**src/rtl/nibble_bank_arbiter_pkg.sv**
```systemverilog
// Shared types and constants for the digit-store arbiter: geometry, FSM states, port ids.
package nibble_bank_arbiter_pkg;

  localparam int NIBBLES = 32;
  localparam int AW      = 5;
  localparam int DW      = 4;

  typedef enum logic {IDLE = 1'b0, CLEAR = 1'b1} state_t;
  typedef enum logic {PORT1 = 1'b0, PORT2 = 1'b1} port_t;

  // Only matters for non-power-of-2 NIBBLES, where some addresses fall off the end.
  function automatic logic addr_ok(input logic [AW-1:0] a);
    return int'(a) < NIBBLES;
  endfunction

  function automatic logic is_last(input logic [AW-1:0] a);
    return int'(a) == NIBBLES - 1;
  endfunction

endpackage

```
**src/rtl/nibble_bank_arbiter_if.sv**
```systemverilog
// Two 4-bit requester ports, bulk-clear control and the full-bank display view.
interface nibble_bank_arbiter_if;
  import nibble_bank_arbiter_pkg::*;

  logic                   req1_i, we1_i, gnt1_o, rvalid1_o;
  logic [AW-1:0]          addr1_i;
  logic [DW-1:0]          in1, out1;
  logic                   req2_i, we2_i, gnt2_o, rvalid2_o;
  logic [AW-1:0]          addr2_i;
  logic [DW-1:0]          in2, out2;
  logic                   clr_i, busy_o;
  logic [NIBBLES*DW-1:0]  bank_o;

  modport master (
    output req1_i, we1_i, addr1_i, in1, req2_i, we2_i, addr2_i, in2, clr_i,
    input  gnt1_o, out1, rvalid1_o, gnt2_o, out2, rvalid2_o, busy_o, bank_o
  );

  modport slave (
    input  req1_i, we1_i, addr1_i, in1, req2_i, we2_i, addr2_i, in2, clr_i,
    output gnt1_o, out1, rvalid1_o, gnt2_o, out2, rvalid2_o, busy_o, bank_o
  );

endinterface

```
**src/rtl/nibble_bank_arbiter_rr_arb2.sv**
```systemverilog
// Two-input round-robin grant; a tie goes to whichever port did not win last.
module rr_arb2
  import nibble_bank_arbiter_pkg::*;
(
  input  logic clk,
  input  logic rst,
  input  logic en,
  input  logic req1,
  input  logic req2,
  output logic gnt1,
  output logic gnt2
);

  port_t last_winner;

  always_comb begin
    gnt1 = 1'b0;
    gnt2 = 1'b0;
    if (en) begin
      if (req1 && req2) begin
        gnt1 = (last_winner == PORT2);
        gnt2 = (last_winner == PORT1);
      end else begin
        gnt1 = req1;
        gnt2 = req2;
      end
    end
  end

  // Reset to PORT2 so port 1 takes the first tie.
  always_ff @(posedge clk) begin
    if (rst)       last_winner <= PORT2;
    else if (gnt1) last_winner <= PORT1;
    else if (gnt2) last_winner <= PORT2;
  end

endmodule

```
**src/rtl/nibble_bank_arbiter.sv**
```systemverilog
// 32x4-bit digit store shared by two round-robin ports, one access per cycle, 1-cycle reads.
// A bulk clear walks every entry once and holds off both ports while it runs.
module nibble_bank_arbiter
  import nibble_bank_arbiter_pkg::*;
#(
  parameter logic [DW-1:0] CLR_VAL = '0
) (
  input  logic                  clk,
  input  logic                  rst,
  nibble_bank_arbiter_if.slave  bus
);

  state_t                 state, state_nxt;
  logic [AW-1:0]          cnt;
  logic [NIBBLES*DW-1:0]  bank;
  logic [DW-1:0]          rd1, rd2;
  logic                   rv1, rv2;
  logic                   arb_en, busy, gnt1, gnt2;

  rr_arb2 u_arb (
    .clk  (clk),
    .rst  (rst),
    .en   (arb_en),
    .req1 (bus.req1_i),
    .req2 (bus.req2_i),
    .gnt1 (gnt1),
    .gnt2 (gnt2)
  );

  always_ff @(posedge clk) begin
    if (rst) state <= IDLE;
    else     state <= state_nxt;
  end

  always_comb begin
    state_nxt = state;
    case (state)
      IDLE:    if (bus.clr_i) state_nxt = CLEAR;
      CLEAR:   if (is_last(cnt)) state_nxt = IDLE;
      default: state_nxt = IDLE;
    endcase
  end

  // A clear request in IDLE steals the cycle, so no grant goes out alongside it.
  always_comb begin
    busy   = (state == CLEAR);
    arb_en = (state == IDLE) && !bus.clr_i && !rst;
  end

  always_ff @(posedge clk) begin
    if (rst) begin
      bank <= '0;
      cnt  <= '0;
      rd1  <= '0;
      rd2  <= '0;
      rv1  <= 1'b0;
      rv2  <= 1'b0;
    end else begin
      rv1 <= 1'b0;
      rv2 <= 1'b0;
      if (state == CLEAR) begin
        bank[cnt*DW +: DW] <= CLR_VAL;
        cnt <= is_last(cnt) ? '0 : cnt + 1'b1;
      end
      if (gnt1) begin
        if (bus.we1_i) begin
          if (addr_ok(bus.addr1_i)) bank[bus.addr1_i*DW +: DW] <= bus.in1;
        end else begin
          rd1 <= addr_ok(bus.addr1_i) ? bank[bus.addr1_i*DW +: DW] : '0;
          rv1 <= 1'b1;
        end
      end
      if (gnt2) begin
        if (bus.we2_i) begin
          if (addr_ok(bus.addr2_i)) bank[bus.addr2_i*DW +: DW] <= bus.in2;
        end else begin
          rd2 <= addr_ok(bus.addr2_i) ? bank[bus.addr2_i*DW +: DW] : '0;
          rv2 <= 1'b1;
        end
      end
    end
  end

  assign bus.gnt1_o    = gnt1;
  assign bus.gnt2_o    = gnt2;
  assign bus.out1      = rd1;
  assign bus.out2      = rd2;
  assign bus.rvalid1_o = rv1;
  assign bus.rvalid2_o = rv2;
  assign bus.busy_o    = busy;
  assign bus.bank_o    = bank;

endmodule

```
**src/flat_wrapper.sv**
```systemverilog
// flat-port wrapper written by rule: the top's interface ports become plain ports
module nibble_bank_arbiter_flat import nibble_bank_arbiter_pkg::*;
#(
  parameter logic [DW-1:0] CLR_VAL = '0
)
  (clk, rst, bus_req1_i, bus_we1_i, bus_addr1_i, bus_in1, bus_req2_i, bus_we2_i, bus_addr2_i, bus_in2, bus_clr_i, bus_gnt1_o, bus_out1, bus_rvalid1_o, bus_gnt2_o, bus_out2, bus_rvalid2_o, bus_busy_o, bus_bank_o);
  nibble_bank_arbiter_if bus_i ();
  input  logic clk;
  input  logic rst;
  input wire logic [$bits(bus_i.req1_i)-1:0] bus_req1_i;
  input wire logic [$bits(bus_i.we1_i)-1:0] bus_we1_i;
  input wire logic [$bits(bus_i.addr1_i)-1:0] bus_addr1_i;
  input wire logic [$bits(bus_i.in1)-1:0] bus_in1;
  input wire logic [$bits(bus_i.req2_i)-1:0] bus_req2_i;
  input wire logic [$bits(bus_i.we2_i)-1:0] bus_we2_i;
  input wire logic [$bits(bus_i.addr2_i)-1:0] bus_addr2_i;
  input wire logic [$bits(bus_i.in2)-1:0] bus_in2;
  input wire logic [$bits(bus_i.clr_i)-1:0] bus_clr_i;
  output wire logic [$bits(bus_i.gnt1_o)-1:0] bus_gnt1_o;
  output wire logic [$bits(bus_i.out1)-1:0] bus_out1;
  output wire logic [$bits(bus_i.rvalid1_o)-1:0] bus_rvalid1_o;
  output wire logic [$bits(bus_i.gnt2_o)-1:0] bus_gnt2_o;
  output wire logic [$bits(bus_i.out2)-1:0] bus_out2;
  output wire logic [$bits(bus_i.rvalid2_o)-1:0] bus_rvalid2_o;
  output wire logic [$bits(bus_i.busy_o)-1:0] bus_busy_o;
  output wire logic [$bits(bus_i.bank_o)-1:0] bus_bank_o;
  assign bus_i.req1_i = bus_req1_i;
  assign bus_i.we1_i = bus_we1_i;
  assign bus_i.addr1_i = bus_addr1_i;
  assign bus_i.in1 = bus_in1;
  assign bus_i.req2_i = bus_req2_i;
  assign bus_i.we2_i = bus_we2_i;
  assign bus_i.addr2_i = bus_addr2_i;
  assign bus_i.in2 = bus_in2;
  assign bus_i.clr_i = bus_clr_i;
  assign bus_gnt1_o = bus_i.gnt1_o;
  assign bus_out1 = bus_i.out1;
  assign bus_rvalid1_o = bus_i.rvalid1_o;
  assign bus_gnt2_o = bus_i.gnt2_o;
  assign bus_out2 = bus_i.out2;
  assign bus_rvalid2_o = bus_i.rvalid2_o;
  assign bus_busy_o = bus_i.busy_o;
  assign bus_bank_o = bus_i.bank_o;
  nibble_bank_arbiter #(.CLR_VAL(CLR_VAL)) u_core (.clk(clk), .rst(rst), .bus(bus_i));
endmodule
```
**config.mk**
```make
export PLATFORM = sky130hd
export DESIGN_NAME = nibble_bank_arbiter_flat
export DESIGN_NICKNAME = d
export VERILOG_FILES = /design/src/rtl/nibble_bank_arbiter_pkg.sv /design/src/rtl/nibble_bank_arbiter_if.sv /design/src/rtl/nibble_bank_arbiter_rr_arb2.sv /design/src/rtl/nibble_bank_arbiter.sv /design/src/flat_wrapper.sv
export SDC_FILE = /design/constraint.sdc
export NUM_CORES = 1
export LEC_CHECK = 0
export CAP_MARGIN = 40
export CELL_PAD_IN_SITES_DETAIL_PLACEMENT = 0
export CELL_PAD_IN_SITES_GLOBAL_PLACEMENT = 1
export CORE_ASPECT_RATIO = 1.4
export CORE_UTILIZATION = 41
export CTS_CLUSTER_SIZE = 24
export DETAILED_ROUTE_END_ITERATION = 8
export PLACE_DENSITY = 0.82
export SYNTH_ARGS = -nofsm -noshare
export SYNTH_HDL_FRONTEND = slang
export SYNTH_SLANG_ARGS = --single-unit
```
**constraint.sdc**
```tcl
create_clock -name clk -period 4.97 [get_ports clk]
set_input_delay 1.491 -clock clk [delete_from_list [all_inputs] [get_ports clk]]
set_output_delay 1.491 -clock clk [all_outputs]
set_load 0.02 [all_outputs]
```
# After elaboration in Yosys (flattened, before gate mapping)

Index checks and enable logic that the tools add are counted.
Widths: inputs -> output; s select.

Register bits: 145
Input bits: 25
Output and inout bits: 141
Word-level logic and storage cells: 59

Add/subtract/negate cells: 4
Equal/unequal tests: 1
Shift operators: 8
Muxes and demuxes: 22
Bitwise operators: 6
Reduce and logical (&&, ||, !) cells: 10

Operator list:

| cell                      | number |
|---|---|
| $mux 128                  | 7 |
| $bwmux 128                | 3 |
| $shift 4x34->128 const A  | 3 |
| $shiftx 128x8->4          | 2 |
| $shiftx 4x34->128         | 2 |
| $shiftx 4x34->128 const A | 1 |
| $neg 7->34                | 3 |
| $mux 1                    | 10 |
| $not 1->1                 | 6 |
| $add 5x1->5 const B       | 1 |
| $eq 5x1->1 const B        | 1 |
| $mux 5                    | 1 |
| $reduce_and 2->1          | 2 |
| $reduce_or 2->1           | 2 |
| $logic_and 1x1->1         | 3 |
| $logic_not 1->1           | 2 |
| $pmux 1 s2                | 1 |
| $reduce_bool 2->1         | 1 |

# Logic depth before layout (Yosys ltp)

Depth in word-level cells: 12
Mapped depth: 14
Mapped depth without buffers: 10

# Hierarchy

A second synthesis with hierarchy kept.

Cell total of the unflattened synthesis: 1,235
Area total of the unflattened synthesis: 10,674.0 µm²

By module, submodules not included:

| module              | instances | cells each | area an instance (µm²) |
|---|---|---|---|
| nibble_bank_arbiter | 1         | 1,227      | 10,615.2 |
| rr_arb2             | 1         | 8          | 58.8 |

# Worst setup path after synthesis

Ideal clock, no wire load.

Path kind: input -> register
From: input bus_addr1_i[0]
To: register u_core.bank[84], in the netlist u_core.bus.bank_o[84]
Arrival time: 4.167 ns
Data required time: 4.820 ns
Path slack: 0.653 ns
Stages on the path: 12
Buffers on the path: 3
Cell sequence: buf_2 -> buf_2 -> clkinv_1 -> ha_1 -> nor3b_1 -> ha_1 -> buf_1 -> a211o_1 -> nor3_1 -> a22oi_1 -> a221oi_1 -> a211oi_1

Longest elaborated chain between the ends: 9

RTL lines:

| what                                                         | RTL line                  | RTL |
|---|---|---|
| start, declared                                              | flat_wrapper.sv:12        | `input wire logic [$bits(bus_i.addr1_i)-1:0] bus_addr1_i;` |
| $neg 7->34 (*)                                               | nibble_bank_arbiter.sv:67 | `if (addr_ok(bus.addr1_i)) bank[bus.addr1_i*DW +: DW] <= bus.in1;` |
| $shiftx 4x34->128 / $shift 4x34->128 (equally long branches) | nibble_bank_arbiter.sv:67 |  |
| $bwmux 128 (*)                                               | nibble_bank_arbiter.sv:67 |  |
| $mux 128 (*)                                                 | nibble_bank_arbiter.sv:66 | `if (bus.we1_i) begin` |
| $mux 128 (*)                                                 | nibble_bank_arbiter.sv:65 | `if (gnt1) begin` |
| $mux 128 (*)                                                 | nibble_bank_arbiter.sv:51 | `if (rst) begin` |
| $bwmux 128                                                   | nibble_bank_arbiter.sv:75 | `if (addr_ok(bus.addr2_i)) bank[bus.addr2_i*DW +: DW] <= bus.in2;` |
| $mux 128                                                     | nibble_bank_arbiter.sv:74 | `if (bus.we2_i) begin` |
| $mux 128 (*)                                                 | nibble_bank_arbiter.sv:73 | `if (gnt2) begin` |
| end signal, assigned by index                                | nibble_bank_arbiter.sv:67 |  |
| end signal, assigned by index                                | nibble_bank_arbiter.sv:75 |  |
| end, declared                                                | nibble_bank_arbiter.sv:15 | `logic [NIBBLES*DW-1:0] bank;` |

Every way passes the cells marked *; elsewhere a longest branch is shown, timed or not. The select of a mux whose other input is x is not followed.
A chain may end at the register's enable or synchronous reset.

# Worst setup path in the final report

From: input bus_clr_i
To: output bus_gnt1_o

Longest elaborated chain between the ends: 4

RTL lines:

| what                           | RTL line                          | RTL |
|---|---|---|
| start, declared                | flat_wrapper.sv:18                | `input wire logic [$bits(bus_i.clr_i)-1:0] bus_clr_i;` |
| $logic_not 1->1                | nibble_bank_arbiter.sv:47         | `arb_en = (state == IDLE) && !bus.clr_i && !rst;` |
| $logic_and 1x1->1 (2 in a row) | nibble_bank_arbiter.sv:47         |  |
| $mux 1                         | nibble_bank_arbiter_rr_arb2.sv:19 | `if (en) begin` |
| end, declared                  | flat_wrapper.sv:19                | `output wire logic [$bits(bus_i.gnt1_o)-1:0] bus_gnt1_o;` |

No other way between the ends.

==> reports/qor.yml <==
syn_avg_cell_area_um2: 8.951
fmax_mhz: 214.5
area_growth_pct: 27.93
p_int_uw: 1972
vias: 11690
start_util_pct: 41.62
n_antenna_cell: 0
ys_warn_count: 0
routedWlPerCell_um: 34.67
required_ns: 3.48
clkSinkCount: 145
worstSetupStartpointType: "input port"
synth.distinct_cells: 81
p_clk_share_pct: 43.3
holdBufCountCts: 0
rows: 67
ys.flop_type: "dfxtp_1"
crit_path_end_kind: "output port"
p_seq_share_pct: 40.0
drc: 0
gr-total-overflow: 0
gp_congestion: 1.032
slew_violations: 0
core_mm2: 0.02389
clk_path_buf_depth: 2
die_w_um: 133.6
drive_gt1_share_pct: 18.13
synth_edf_count: 0
arrival_ns: 3.17
crit_start: "bus_clr_i"
setup_violations: 0
grt_pass1_vias: 10820
pre_cts_slack_ns: 0.3161
syn_nets: 1144
tightestPinTransition_ns: 0.8313
max-vdd-ir-drop_uv: 239.4
slew_headroom_pct: 44.15
rr_endpoint: "u_core.bus.bank_o[40]"
outcome: "finished clean"
hpwl_um: 43390
period_minus_slack_ns: 4.662
die_y_um: 186.3
tns_ns: 0
routed_via_density: 7.228
postRouteAntennaNets: 0
ys_seq_elements: 145
leakage_uw: 0.004310
rrSetupSlack_ns: 1.27
cts_tree: "built"
skew_ns: 0.01239
hold_viol: 0
dr.pass1.iters: 8
ioPinCount: 166
clk_latency_ns: 0.44
timing.rr.start: "u_core.cnt[0]"
final_nets: 1327
rsz0062_at_grt: "no"
crit_path_top_delay_cell: "clkdlybuf4s50_1"
reg2reg_depth: 10
ys_seq_area_share_pct: 29.19
hold_depth: 2
power_frac_comb_pct: 16.7
fin_crit_sh_pct: 93.80
hold_path_class: "flip-flop to flip-flop"
grt_antenna_before_repair: 1
fill_cells: 2328
htree_levels: 4
setup_slack_ns: 0.3084
die-area_mm2: 0.02489
holdPathEnd: "u_core.bus.out1[0]"
dr.first_iter.drc_count: 1823
swShare_pct: 33.11
clkTransAtPathRegs_ns: 0.07
synthCells: 1111
path_class: "input port to output port"
async_flop_share_pct: 0
min_from: "u_core.bus.out1[0]"
power.density_mw_per_mm2: 231.7
grt_pass1_wl_um: 79510
cts_setup_buffers: 0
grt_use_total_pct: 45.59
crit_chain: "clkdlybuf4s50_1, nor3_2, nand3_1, inv_1, clkdlybuf4s50_1"
cts_resized: 0
cts_buffers: 17
syn_area_mm2: 0.009945
switchingPower_uw: 976.0
clock-root-buffer: "clkbuf_16"
cap_viol_max_count: 0
wirelength_um: 56070
cpPeakStageDelay_ns: 0.60
cp_max_fo: 5
port_buffers: 165
crit_top_cell: "clkdlybuf4s50_1"
grt_max_degree: 61
metrics by stage:
stage / hold WS, ns / total power [uW] / utilization (%) / cell area (um^2) / cells
after CTS: 0.4556 / 2919 / 53.25 / 12720 / 1617
after global routing: 0.5037 / 3001 / 53.25 / 12720 / 1617
after detailed placement: 0.4396 / 1680 / 50.96 / 12180 / 1585
final: 0.4566 / 2948 / 53.25 / 12720 / 1617
after floorplan: 0.5072 / 1468 / - / 9945 / 1111
after global placement: 0.4366 / 1681 / 50.93 / 12170 / 1584
worst max-delay path, delay by kind of cell:
kind,cells,cell delay (ns)
buffers and inverters,3,1.19
and+or+nand+nor,2,0.50
cell usage in the layout, fill, tap and decap left out, types with 6 or more instances in the layout:
cell | netlist | layout
nor2_1 | 116 | 116
inv_6 | 0 | 7
and2_1 | 7 | 7
o21ai_0 | 9 | 9
inv_1 | 11 | 11
or4_1 | 6 | 6
nor3_1 | 45 | 44
a311oi_1 | 14 | 14
or2_2 | 7 | 7
a211oi_1 | 55 | 55
nor2b_1 | 11 | 11
dfxtp_1 | 145 | 145
and3_1 | 15 | 15
nand3_1 | 44 | 44
ha_1 | 8 | 8
nand2b_1 | 18 | 18
a22oi_1 | 17 | 17
a31oi_1 | 25 | 25
a32oi_1 | 15 | 15
mux2i_1 | 11 | 11
nand2_1 | 102 | 102
clkdlybuf4s50_1 | 0 | 160
clkbuf_16 | 0 | 17
a221oi_1 | 66 | 66
o221ai_1 | 8 | 8
nand3b_1 | 7 | 7
mux2_2 | 7 | 7
mux4_2 | 59 | 59
or3_1 | 13 | 13
a21o_1 | 6 | 6
nor4_1 | 9 | 9
a21oi_1 | 53 | 53
a221oi_2 | 7 | 7
buf_4 | 12 | 84
nor3_4 | 7 | 7
nand4_1 | 9 | 9
power groups by stage:
stage | clock network, uW | registers (uW) | logic [uW]
after floorplan | 0 | 1210 | 261
after global placement | 0 | 1210 | 475
after detailed placement | 0 | 1210 | 473
after CTS | 1260 | 1180 | 475
after global routing | 1320 | 1180 | 505
final | 1280 | 1180 | 493
registers in the layout, summed over array words and instances (netlist names):
signal,flops
u_core.bus.out2,4
u_core.bus.bank_o,128
u_core.cnt,5
u_core.bus.busy_o,1
u_core.bus.out1,4
u_core.u_arb.last_winner,1
u_core.bus.rvalid2_o,1
u_core.bus.rvalid1_o,1
final cells by class:
class,count,area (um^2),share of cell area (%)
Clock buffer,17,425.4,3.344
Clock inverter,15,121.4,0.9540
Inverter,16,60.06,0.4721
Multi-Input combinational cell,866,6573,51.66
Sequential cell,145,2903,22.82
Tap cell,310,387.9,3.049
Timing Repair Buffer,248,2252,17.70
layer usage:
metal | part of all wire (%) | track usage [%] | up-vias
li1 | - | - | 4799
met1 | 36 | 54.77 | 5695
met2 | 45 | 71.48 | 938
met3 | 10 | 8.537 | 254
met4 | 9.3 | 37.14 | 2
met5 | 0.016 | 0 | -
worst max path at each step:
| stage | depth (start not counted) | to |
|---|---|---|
| after CTS | 5 | bus_gnt1_o |
| after global routing | 5 | bus_gnt1_o |
| after global placement | 5 | bus_gnt2_o |
| after floorplan | 12 | u_core.bus.bank_o[84] |
| after detailed placement | 5 | bus_gnt1_o |
| final | 5 | bus_gnt1_o |
cells in the mapped netlist, types with 5 or more instances:
| library cell | number | area (um^2) |
|---|---|---|
| nand2b_1 | 18 | 112.6 |
| and3_1 | 15 | 93.84 |
| nand2_1 | 102 | 382.9 |
| a22oi_1 | 17 | 127.6 |
| a31oi_1 | 25 | 156.4 |
| nor2_1 | 116 | 435.4 |
| inv_1 | 11 | 41.29 |
| a21oi_1 | 53 | 265.3 |
| ha_1 | 8 | 100.1 |
| nor4_1 | 9 | 56.30 |
| buf_4 | 12 | 90.09 |
| a221oi_2 | 7 | 105.1 |
| nand4b_1 | 5 | 43.79 |
| nor3_1 | 45 | 225.2 |
| o31ai_1 | 5 | 37.54 |
| o21ai_0 | 9 | 45.04 |
| nor2b_1 | 11 | 68.82 |
| o221ai_1 | 8 | 70.07 |
| or4_1 | 6 | 45.04 |
| nand4_1 | 9 | 56.30 |
| a211o_1 | 5 | 43.79 |
| a221oi_1 | 66 | 578.1 |
| nand3_1 | 44 | 220.2 |
| dfxtp_1 | 145 | 2903 |
| a311oi_1 | 14 | 122.6 |
| mux2i_1 | 11 | 110.1 |
| a32oi_1 | 15 | 131.4 |
| nor3_4 | 7 | 113.9 |
| and2_1 | 7 | 43.79 |
| or3_1 | 13 | 81.33 |
| nor2_2 | 5 | 31.28 |
| mux2_2 | 7 | 78.83 |
| a21o_1 | 6 | 45.04 |
| mux4_2 | 59 | 1329 |
| buf_2 | 25 | 125.1 |
| nand3b_1 | 7 | 52.55 |
| clkbuf_1 | 41 | 153.9 |
| a211oi_1 | 55 | 412.9 |
| or2_2 | 7 | 43.79 |
cells by family (layout without fill, tap and decap cells):
kind of cell / Yosys count / count (layout) / synth area share [%]
AO/OA/AOI/OAI: 320 / 320 / 24.76
flip-flops: 145 / 145 / 29.19
AND/OR/NAND/NOR: 453 / 453 / 24.23
buffers and inverters: 100 / 296 / 4.768
multiplexers: 77 / 77 / 15.26
adder cells (fa/ha/maj): 8 / 8 / 1.007
XOR/XNOR: 8 / 8 / 0.7801
No activity file was read; power rests on OpenSTA's default activity.
